## config.mk

```make
export PLATFORM = sky130hd
export DESIGN_NAME = placement_req_scheduler
export DESIGN_NICKNAME = d
export VERILOG_FILES = /design/src/rtl/placement_pkg.sv /design/src/rtl/placement_req_fifo.sv /design/src/rtl/placement_req_scheduler.sv
export SDC_FILE = /design/constraint.sdc
export NUM_CORES = 1
export LEC_CHECK = 0
export ABC_CLOCK_PERIOD_IN_PS = 3500
export CORE_MARGIN = 2
export CORE_UTILIZATION = 51
export CTS_CLUSTER_SIZE = 10
export DETAILED_ROUTE_END_ITERATION = 8
export PLACE_DENSITY = 0.8
export SYNTH_ARGS = -nofsm -noshare
export SYNTH_HDL_FRONTEND = slang
export SYNTH_HIERARCHICAL = 1
export SYNTH_SLANG_ARGS = --single-unit
```

## constraint.sdc

```tcl
create_clock -name clk_i -period 3.5 [get_ports clk_i]
set_clock_uncertainty 0.1 [all_clocks]
set_input_delay 0.35 -clock clk_i [delete_from_list [all_inputs] [get_ports clk_i]]
set_output_delay 0.35 -clock clk_i [all_outputs]
set_load 0.02 [all_outputs]
```

## src/rtl/placement_pkg.sv

```systemverilog
// Shared widths, types and helpers for the placement request scheduler.
package placement_pkg;

  localparam int DIM_W       = 5;
  localparam int IDX_W       = 8;
  localparam int SLOT_CYCLES = 4;
  localparam int ID_W        = 2;

  localparam int REQ_W   = 2 * DIM_W;
  localparam int MAX_REQ = 1 << ID_W;
  localparam int PH_W    = $clog2(SLOT_CYCLES);

  typedef enum logic [PH_W-1:0] {
    PH0 = 2'd0,
    PH1 = 2'd1,
    PH2 = 2'd2,
    PH3 = 2'd3
  } phase_e;

  typedef struct packed {
    logic [DIM_W-1:0] height;
    logic [DIM_W-1:0] width;
  } req_t;

  typedef struct packed {
    logic            valid;
    logic [ID_W-1:0] id;
  } tag_t;

  // A request with either dimension zero has nothing to place.
  function automatic logic is_zero_size(input req_t r);
    return (r.height == '0) || (r.width == '0);
  endfunction

endpackage

```

## src/rtl/placement_req_fifo.sv

```systemverilog
// Per-requester request FIFO; full/empty come from the registered count only.
module placement_req_fifo
  import placement_pkg::*;
#(
  parameter int DEPTH = 2
) (
  input  logic             clk_i,
  input  logic             rst_i,
  input  logic             push,
  input  logic             pop,
  input  logic [REQ_W-1:0] din,
  output logic [REQ_W-1:0] dout,
  output logic             full,
  output logic             empty
);

  localparam int AW = $clog2(DEPTH);
  localparam int CW = AW + 1;

  logic [REQ_W-1:0] mem_q [DEPTH];
  logic [AW-1:0]    wr_ptr_q, rd_ptr_q;
  logic [CW-1:0]    count_q, count_d;
  logic             do_push, do_pop;

  assign full    = (count_q == CW'(DEPTH));
  assign empty   = (count_q == '0);
  assign do_push = push && !full;
  assign do_pop  = pop && !empty;
  assign dout    = mem_q[rd_ptr_q];

  // Occupancy after this cycle's push/pop.
  always_comb count_d = count_q + CW'(do_push) - CW'(do_pop);

  // Pointer and count registers.
  // NOTE: clocked state is written with <= so every register samples pre-edge values.
  always_ff @(posedge clk_i) begin
    if (rst_i) begin
      wr_ptr_q <= '0;
      rd_ptr_q <= '0;
      count_q  <= '0;
    end else begin
      count_q <= count_d;
      if (do_push) wr_ptr_q <= wr_ptr_q + AW'(1);
      if (do_pop)  rd_ptr_q <= rd_ptr_q + AW'(1);
    end
  end

  // Storage array written on push.
  // NOTE: the data array has no reset; the count guards every read, so stale contents are never used.
  always_ff @(posedge clk_i) begin
    if (do_push) mem_q[wr_ptr_q] <= din;
  end

endmodule

```

## src/rtl/placement_req_scheduler.sv

```systemverilog
// Round-robin sharing of one placement core between N_REQ sources, one request per 4-cycle slot.
module placement_req_scheduler
  import placement_pkg::*;
#(
  parameter int N_REQ      = 2,
  parameter int FIFO_DEPTH = 2,
  parameter int CORE_LAT   = 8
) (
  input  logic                   clk_i,
  input  logic                   rst_i,
  input  logic [N_REQ-1:0]       req_valid_i,
  output logic [N_REQ-1:0]       req_ready_o,
  input  logic [DIM_W*N_REQ-1:0] req_height_i,
  input  logic [DIM_W*N_REQ-1:0] req_width_i,
  output logic [DIM_W-1:0]       core_height_o,
  output logic [DIM_W-1:0]       core_width_o,
  input  logic [IDX_W-1:0]       core_index_x_i,
  input  logic [IDX_W-1:0]       core_index_y_i,
  output logic                   rsp_valid_o,
  output logic [ID_W-1:0]        rsp_id_o,
  output logic [IDX_W-1:0]       rsp_index_x_o,
  output logic [IDX_W-1:0]       rsp_index_y_o,
  output logic                   illegal_o,
  output logic                   busy_o
);

  localparam int CW = ID_W + 1;

  phase_e          phase_q, phase_d;
  logic [ID_W-1:0] last_grant_q, last_grant_d;
  req_t            core_q, core_d;
  logic            issued_q, issued_d;
  logic [ID_W-1:0] issue_id_q, issue_id_d;
  logic            illegal_q;
  tag_t            tag_q [CORE_LAT];
  tag_t            tag_in, tag_out;
  logic [ID_W-1:0] rsp_id_q;
  logic [IDX_W-1:0] rsp_x_q, rsp_y_q;

  logic [MAX_REQ-1:0] fifo_empty;
  req_t               fifo_head [MAX_REQ];
  logic [N_REQ-1:0]   illegal_req;
  logic               win_valid;
  logic [ID_W-1:0]    win_id;
  logic [CW-1:0]      cand;
  logic               any_tag;

  // Unused requester slots look permanently empty so the arbiter can index a full power-of-two table.
  for (genvar k = 0; k < MAX_REQ; k++) begin : g_req
    if (k < N_REQ) begin : g_fifo
      req_t in_req;
      logic full, store, pop;
      assign in_req.height  = req_height_i[DIM_W*k +: DIM_W];
      assign in_req.width   = req_width_i[DIM_W*k +: DIM_W];
      assign req_ready_o[k] = !full;
      assign store          = req_valid_i[k] && !full && !is_zero_size(in_req);
      assign illegal_req[k] = req_valid_i[k] && !full && is_zero_size(in_req);
      assign pop            = (phase_q == PH3) && win_valid && (win_id == ID_W'(k));

      placement_req_fifo #(.DEPTH(FIFO_DEPTH)) u_fifo (
        .clk_i (clk_i),
        .rst_i (rst_i),
        .push  (store),
        .pop   (pop),
        .din   (in_req),
        .dout  (fifo_head[k]),
        .full  (full),
        .empty (fifo_empty[k])
      );
    end else begin : g_tie
      assign fifo_empty[k] = 1'b1;
      assign fifo_head[k]  = '0;
    end
  end

  // Round-robin pick: first non-empty FIFO starting after the last grant.
  // NOTE: every combinational output gets a default first so no path can infer a latch.
  always_comb begin
    win_valid = 1'b0;
    win_id    = '0;
    cand      = '0;
    for (int i = 0; i < N_REQ; i++) begin
      cand = {1'b0, last_grant_q} + CW'(1 + i);
      if (cand >= CW'(N_REQ)) cand = cand - CW'(N_REQ);
      if (!win_valid && !fifo_empty[cand[ID_W-1:0]]) begin
        win_valid = 1'b1;
        win_id    = cand[ID_W-1:0];
      end
    end
  end

  // Slot sequencing: the phase-3 decision loads the core inputs held for the whole next slot.
  always_comb begin
    phase_d      = phase_e'(phase_q + PH_W'(1));
    core_d       = core_q;
    issued_d     = issued_q;
    issue_id_d   = issue_id_q;
    last_grant_d = last_grant_q;
    if (phase_q == PH3) begin
      issued_d   = win_valid;
      issue_id_d = win_id;
      core_d     = win_valid ? fifo_head[win_id] : '0;
      if (win_valid) last_grant_d = win_id;
    end
  end

  // A slot's tag enters the pipe during its phase-0 cycle and reaches the last stage CORE_LAT cycles later.
  assign tag_in.valid = issued_q && (phase_q == PH0);
  assign tag_in.id    = issue_id_q;
  assign tag_out      = tag_q[CORE_LAT-1];

  // Any issued request still waiting for its result.
  always_comb begin
    any_tag = tag_in.valid;
    for (int i = 0; i < CORE_LAT; i++) any_tag = any_tag | tag_q[i].valid;
  end

  // Slot state, tag pipe and response hold registers.
  always_ff @(posedge clk_i) begin
    if (rst_i) begin
      phase_q      <= PH0;
      last_grant_q <= ID_W'(N_REQ - 1);
      core_q       <= '0;
      issued_q     <= 1'b0;
      issue_id_q   <= '0;
      illegal_q    <= 1'b0;
      rsp_id_q     <= '0;
      rsp_x_q      <= '0;
      rsp_y_q      <= '0;
      for (int i = 0; i < CORE_LAT; i++) tag_q[i] <= '0;
    end else begin
      phase_q      <= phase_d;
      last_grant_q <= last_grant_d;
      core_q       <= core_d;
      issued_q     <= issued_d;
      issue_id_q   <= issue_id_d;
      illegal_q    <= |illegal_req;
      tag_q[0]     <= tag_in;
      for (int i = 1; i < CORE_LAT; i++) tag_q[i] <= tag_q[i-1];
      if (tag_out.valid) begin
        rsp_id_q <= tag_out.id;
        rsp_x_q  <= core_index_x_i;
        rsp_y_q  <= core_index_y_i;
      end
    end
  end

  assign core_height_o = core_q.height;
  assign core_width_o  = core_q.width;
  assign illegal_o     = illegal_q;
  assign rsp_valid_o   = tag_out.valid;
  assign rsp_id_o      = tag_out.valid ? tag_out.id     : rsp_id_q;
  assign rsp_index_x_o = tag_out.valid ? core_index_x_i : rsp_x_q;
  assign rsp_index_y_o = tag_out.valid ? core_index_y_i : rsp_y_q;
  assign busy_o        = (fifo_empty[N_REQ-1:0] != {N_REQ{1'b1}}) || any_tag;

endmodule

```

==> results of run 1 <==
[cells in the mapped netlist (all sizes together), types with 4 or more instances]
cell	instances
nand2	4
buf	7
or4	4
edfxtp	40
ha	6
inv	12
mux2	38
and2	12
a221o	10
a21oi	4
nor2b	44
nor2	18
dfxtp	70
nand2b	6
[where the power goes]
part	switching [mW]	internal (mW)	leakage [nW]	total (mW)
clock	0.431	0.273	0.0934	0.705
sequential	0.0264	1.40	0.938	1.42
combinational	0.128	0.118	0.877	0.247
[kinds of logic (layout without fill, tap and decap cells)]
kind of cell | after synthesis | after routing
adders and majority gates | 6 | 6
muxes | 38 | 38
buffers and inverters | 22 | 101
and+or+nand+nor | 104 | 104
DFF | 110 | 110
xor gates and xnor gates | 4 | 4
AOI/OAI and AO/OA | 25 | 25
[per-layer routing]
layer  track usage  vias to the layer above  share of wire
met2         0.284                       40           0.49
met1         0.231                     1161           0.46
li1              -                     1226              -
met5             0                        -              0
met3        0.0274                       10          0.032
met4        0.0650                        0          0.016
[registers in the layout, summed over array words and instances (netlist names), named ones only]
| register | count |
|---|---|
| issued_q | 1 |
| phase_q | 2 |
| rsp_y_q | 8 |
| rsp_id_q | 2 |
| g_req.g_fifo.u_fifo/wr_ptr_q | 2 |
| illegal_o | 1 |
| tag_q | 24 |
| issue_id_q | 2 |
| g_req.g_fifo.u_fifo/rd_ptr_q | 2 |
| rsp_x_q | 8 |
| last_grant_q | 2 |
| g_req.g_fifo.u_fifo/count_q | 4 |
| g_req.g_fifo.u_fifo/mem_q | 40 |
| core_height_o | 5 |
| core_width_o | 5 |
[per-stage QoR]
step                      hold WS, ns  utilization  worst slack (ns)  cell area [sq um]  cells
final                           0.230        0.655             0.785               5060    490
after global routing            0.244        0.655             0.658               5060    490
after CTS                       0.232        0.655             0.749               5060    490
after detailed placement        0.328        0.631             0.630               4880    474
after global placement          0.317        0.631             0.704               4880    474
after floorplan                 0.314            -              1.37               4070    309
[final cells by class]
type                       instances  area [sq um]  area share
timing repair buffer              73           723       0.143
clock buffer                      10           128      0.0252
multi-input combinational        177          1380       0.272
inverter                          12          45.0     0.00890
clock inverter                     6          55.1      0.0109
tap                              102           128      0.0252
sequential                       110          2600       0.514
[worst paths after layout]
path                              startpoint                           endpoint  slack [ns]  depth (start not counted)
worst max-delay path            tag_q[0][23]                   rsp_index_x_o[0]        0.79                          2
worst min-delay path                   rst_i    g_req[0].g_fifo.u_fifo/rd_ptr_q        0.23                          2
worst max register to register    phase_q[0]  g_req[0].g_fifo.u_fifo/count_q[1]        1.13                         10
worst min register to register   tag_q[0][1]                        tag_q[0][4]        0.35                          1
[worst max-delay path: stages, from the launching register on]
cell and delay (ns):
dfxtp_1 0.90, mux2_2 0.43, clkdlybuf4s50_1 0.56
==> impl_metrics.py, run 1 <==
metrics = {
    "outcome": {
        "outcome": "finished, final reports clean",
    },
    "yosys": {
        "synth_seq_cells": 110,
        "yosysTopAreaCell": "dfxtp_1",
        "synth_nets": 355,
        "netlist.area_leader.share": 0.344,
        "synth-xor-area-share": 0.00861,
        "synthAdderAreaFrac": 0.0184,
        "synth-simple-area-share": 0.154,
        "ys_async_sr_fraction": 0,
        "synth_compound_area_frac": 0.0523,
        "synth_edf_count": 40,
        "syn_area_sq_um": 4070,
        "yosysWarnings": 6,
        "ys_seq_area_frac": 0.639,
        "syn_inst": 309,
        "synth_area_leaders": "dfxtp_1, edfxtp_1, mux2_2",
        "synth_ff_type": "dfxtp_1",
        "syn_avg_cell_area_sq_um": 13.2,
        "synthMuxAreaShare": 0.105,
        "synth_top_family_by_area": "simple AND/OR/NAND/NOR gates",
        "synth.distinct_cells": 39,
    },
    "timing": {
        "fin_setup_tns_ns": 0,
        "fin_crit_sh": 0.776,
        "max_slew_margin": 0.420,
        "hold_viol_final": 0,
        "slew_violations": 0,
        "final.min_clock_period_ns": 2.71,
        "rsz0062_at_grt": "no",
        "fmax_ghz": 0.368,
        "setup_viol": 0,
        "worst_slew_pin_slew_ns": 0.869,
    },
    "grt": {
        "grt_start_max_net_pins": 52,
        "gr-usage-all-layers": 0.172,
        "grt_pass1_vias": 2399,
        "grt.overflow.total": 0,
        "grt_pass1_wl_um": 11600,
        "antenna_found_initial": 0,
    },
    "clock_network": {
        "cts.sinks": 110,
        "cts-resized-gates": 0,
        "root_buffer": "clkbuf_8",
        "post_cts_buffers": 0,
        "h-tree-depth": 3,
        "clock_latency_ns": 0.36,
        "hold_buffers": 0,
        "cts_tree": "yes",
        "cts_buffers": 9,
        "clockBufferDepth": 2,
        "clkTransAtPathRegs_ns": 0.10,
    },
    "routing": {
        "vias": 2437,
        "drtAntennaViolNets": 0,
        "wl_per_cell_um": 14.6,
        "firstDrtPassIters": 4,
        "remaining_drc_errors": 0,
        "initialDrtViolationCount": 110,
        "routed_wl_um": 7130,
        "viasPerCell": 4.97,
    },
    "worst_setup_path": {
        "crit_required_ns": 3.05,
        "start_kind": "flip-flop",
        "worst-path-max-fanout": 20,
        "crit_path_end_kind": "output pin",
        "criticalPathCategory": "flip-flop to output pin",
        "crit_arrival_ns": 2.26,
    },
    "floorplan": {
        "start_util": 0.527,
        "die_h_um": 93.3,
        "row_count": 32,
        "coreArea_sq_um": 7730,
        "fp.dieArea_sq_um": 8710,
        "num_io_pins": 73,
        "die_w_um": 93.3,
    },
    "cells_and_area": {
        "fin_nets": 429,
        "mostFrequentLayoutCells": "clkdlybuf4s50_1, dfxtp_1, nor2b_1, edfxtp_1, mux2_2",
        "syn2layout_area_growth_pct": 24.3,
        "layout-drive-gt1-share": 0.147,
        "diodes": 0,
        "layout_commonest_cell": "clkdlybuf4s50_1",
        "fill_cells": 596,
    },
    "power_and_ir_drop": {
        "p_leak_nw": 1.91,
        "p_total_mw": 2.37,
        "power_density_nw_per_um2": 469,
        "peakVddDrop_mv": 0.222,
    },
    "place": {
        "dp.final_hpwl_um": 5110,
        "gp_congestion": 0.720,
        "portBuffers": 72,
    },
    "worst_hold_path": {
        "hold_path.class": "input pin to flip-flop",
    },
    "job": {
        "cap_violations": 0,
    },
}
Power figures use the tool's default switching activity.
==> inputs of run 2 (changes only) <==
- ABC_CLOCK_PERIOD_IN_PS: 3500 -> 2600
- clock period: 3.5 -> 2.6 ns (I/O delays scaled with it)
==> run 2 against run 1 <==
Compared with the run above: clock power increased by 34%; first-iteration DRC count is 15% lower; cell count grew 2.2%; clock-buffer cell count grew 1; die area unchanged; non-clock buffer count grew 11; via count is 3.0% higher.
==> impl_metrics.py, run 2 (same netlist as run 1, synthesis figures left out) <==
metrics = {
    "routing": {
        "initialDrtViolationCount": 93,
        "wl_per_cell_um": 14.3,
        "firstDrtPassIters": 4,
        "viasPerCell": 5.01,
        "remaining_drc_errors": 0,
        "routed_wl_um": 7170,
        "vias": 2510,
        "drtAntennaViolNets": 0,
    },
    "clock_network": {
        "h-tree-depth": 3,
        "clkTransAtPathRegs_ns": 0.10,
        "clockBufferDepth": 2,
        "clock_latency_ns": 0.36,
        "root_buffer": "clkbuf_8",
        "cts_buffers": 9,
        "post_cts_buffers": 0,
        "cts-resized-gates": 0,
        "cts.sinks": 110,
        "cts_tree": "yes",
        "hold_buffers": 0,
    },
    "cells_and_area": {
        "syn2layout_area_growth_pct": 26.3,
        "fin_nets": 440,
        "regArea_sq_um": 2600,
        "regMostFlops": "g_req.g_fifo.u_fifo/mem_q",
        "multiInputGateArea_sq_um": 1380,
        "mostFrequentLayoutCells": "clkdlybuf4s50_1, dfxtp_1, nor2b_1, edfxtp_1, mux2_2",
        "fill_cells": 577,
        "layout_commonest_cell": "clkdlybuf4s50_1",
        "fin_util": 0.665,
        "largest_registers": "g_req.g_fifo.u_fifo/mem_q: 40 flops, tag_q: 24 flops",
        "diodes": 0,
        "largest_reg_flops": 40,
        "stdcell_area_sq_um": 5140,
        "layout-drive-gt1-share": 0.170,
    },
    "worst_setup_path": {
        "start_kind": "flip-flop",
        "crit_path_end_kind": "flip-flop",
        "path_cells": "ha_1 > or3b_4 > nor2_1 > o21a_2 > ha_1 > inv_1 > ha_1 > xor2_1 > and2_1 > nor3_1",
        "critPathTopFamily": "simple AND/OR/NAND/NOR gates",
        "worst-path-max-fanout": 7,
        "crit_slowest_cell": "or3b_4",
        "slowest_delay_ns": 0.44,
        "cp_num_buf_inv": 1,
        "crit_top_cell": "ha_1",
        "crit_arrival_ns": 2.54,
        "crit_required_ns": 2.73,
        "criticalPathCategory": "flip-flop to flip-flop",
    },
    "timing": {
        "hold_viol_final": 0,
        "slew_violations": 0,
        "max_slew_margin": 0.552,
        "setup_viol": 0,
        "final.min_clock_period_ns": 2.41,
        "fmax_ghz": 0.415,
        "worst_hold_slack_ns": 0.194,
        "fin_crit_sh": 0.926,
        "rsz0062_at_grt": "no",
        "worst_slew_pin_slew_ns": 0.669,
    },
    "power_and_ir_drop": {
        "p_leak_nw": 1.97,
        "power_density_nw_per_um2": 624,
        "p_total_mw": 3.21,
        "peakVddDrop_mv": 0.401,
    },
    "grt": {
        "gr-usage-all-layers": 0.172,
        "grt_start_max_net_pins": 47,
        "grt_pass1_wl_um": 11500,
        "grt_pass1_vias": 2417,
        "antenna_found_initial": 0,
        "grt.overflow.total": 0,
    },
    "floorplan": {
        "start_util": 0.527,
        "die_w_um": 93.3,
        "row_count": 32,
        "fp.dieArea_sq_um": 8710,
        "die_h_um": 93.3,
        "num_io_pins": 73,
        "coreArea_sq_um": 7730,
    },
    "place": {
        "dp.final_hpwl_um": 5100,
        "portBuffers": 72,
        "placed_area_sq_um": 4960,
        "gp_congestion": 0.759,
    },
    "worst_hold_path": {
        "hold_path.class": "input pin to flip-flop",
    },
    "job": {
        "cap_violations": 0,
    },
    "outcome": {
        "outcome": "finished, final reports clean",
    },
}
-- run 2: changes by cell type in the layout (fill, tap and decap cells not counted) --
cell      previous run  this run
inv_4                0         2
clkbuf_8             9        10
inv_6                2         0
buf_4                1        12
clkinv_4             3         2
-- run 2: worst paths after layout --
kind | to | start | cells past startpoint | slack [ns]
max | g_req[0].g_fifo.u_fifo/count_q[1] | phase_q[0] | 10 | 0.19
min reg2reg | tag_q[0][15] | tag_q[0][12] | 1 | 0.34
max reg2reg | g_req[0].g_fifo.u_fifo/count_q[1] | phase_q[0] | 10 | 0.19
min | flip-flop | rst_i | 2 | 0.19
-- run 2: per-stage QoR --
stage          TNS [ns]  cells  setup WS [ns]
2_1_floorplan         0    309          0.467
3_3_place_gp    -0.0580    485        -0.0394
3_5_place_dp     -0.185    485         -0.104
4_1_cts               0    501          0.177
5_1_grt               0    501         0.0367
6_report              0    501          0.193
-- run 2: worst reg2reg max path, cell delays in order, from the launching register on --
cell	delay, ns
dfxtp_1	0.36
ha_1	0.29
or3b_4	0.44
nor2_1	0.12
o21a_2	0.17
ha_1	0.22
inv_1	0.06
ha_1	0.15
xor2_1	0.18
and2_1	0.14
nor3_1	0.04
-- run 2: area by class of cell --
| cell class | instances | area share |
|---|---|---|
| multi-input cells | 177 | 0.268 |
| clock buffers | 11 | 0.0275 |
| inverters | 12 | 0.00876 |
| repair buffers | 84 | 0.157 |
| clock inverters | 5 | 0.00803 |
| well taps | 102 | 0.0248 |
| flip-flops and latches | 110 | 0.506 |
-- run 2: per-layer routing --
layer | wire length [um] | global-route usage | part of all wire
met1 | 3310 | 0.234 | 0.46
met2 | 3470 | 0.269 | 0.48
met3 | 289 | 0.0411 | 0.040
met4 | 97 | 0.0637 | 0.014
met5 | 0 | 0 | 0
-- run 2: power breakdown --
part | total, mW | internal, mW | switching (mW) | leakage, nW
logic | 0.348 | 0.171 | 0.177 | 0.931
clock network | 0.947 | 0.387 | 0.559 | 0.0963
registers | 1.91 | 1.88 | 0.0345 | 0.938
total | 3.21 | 2.44 | 0.771 | 1.97
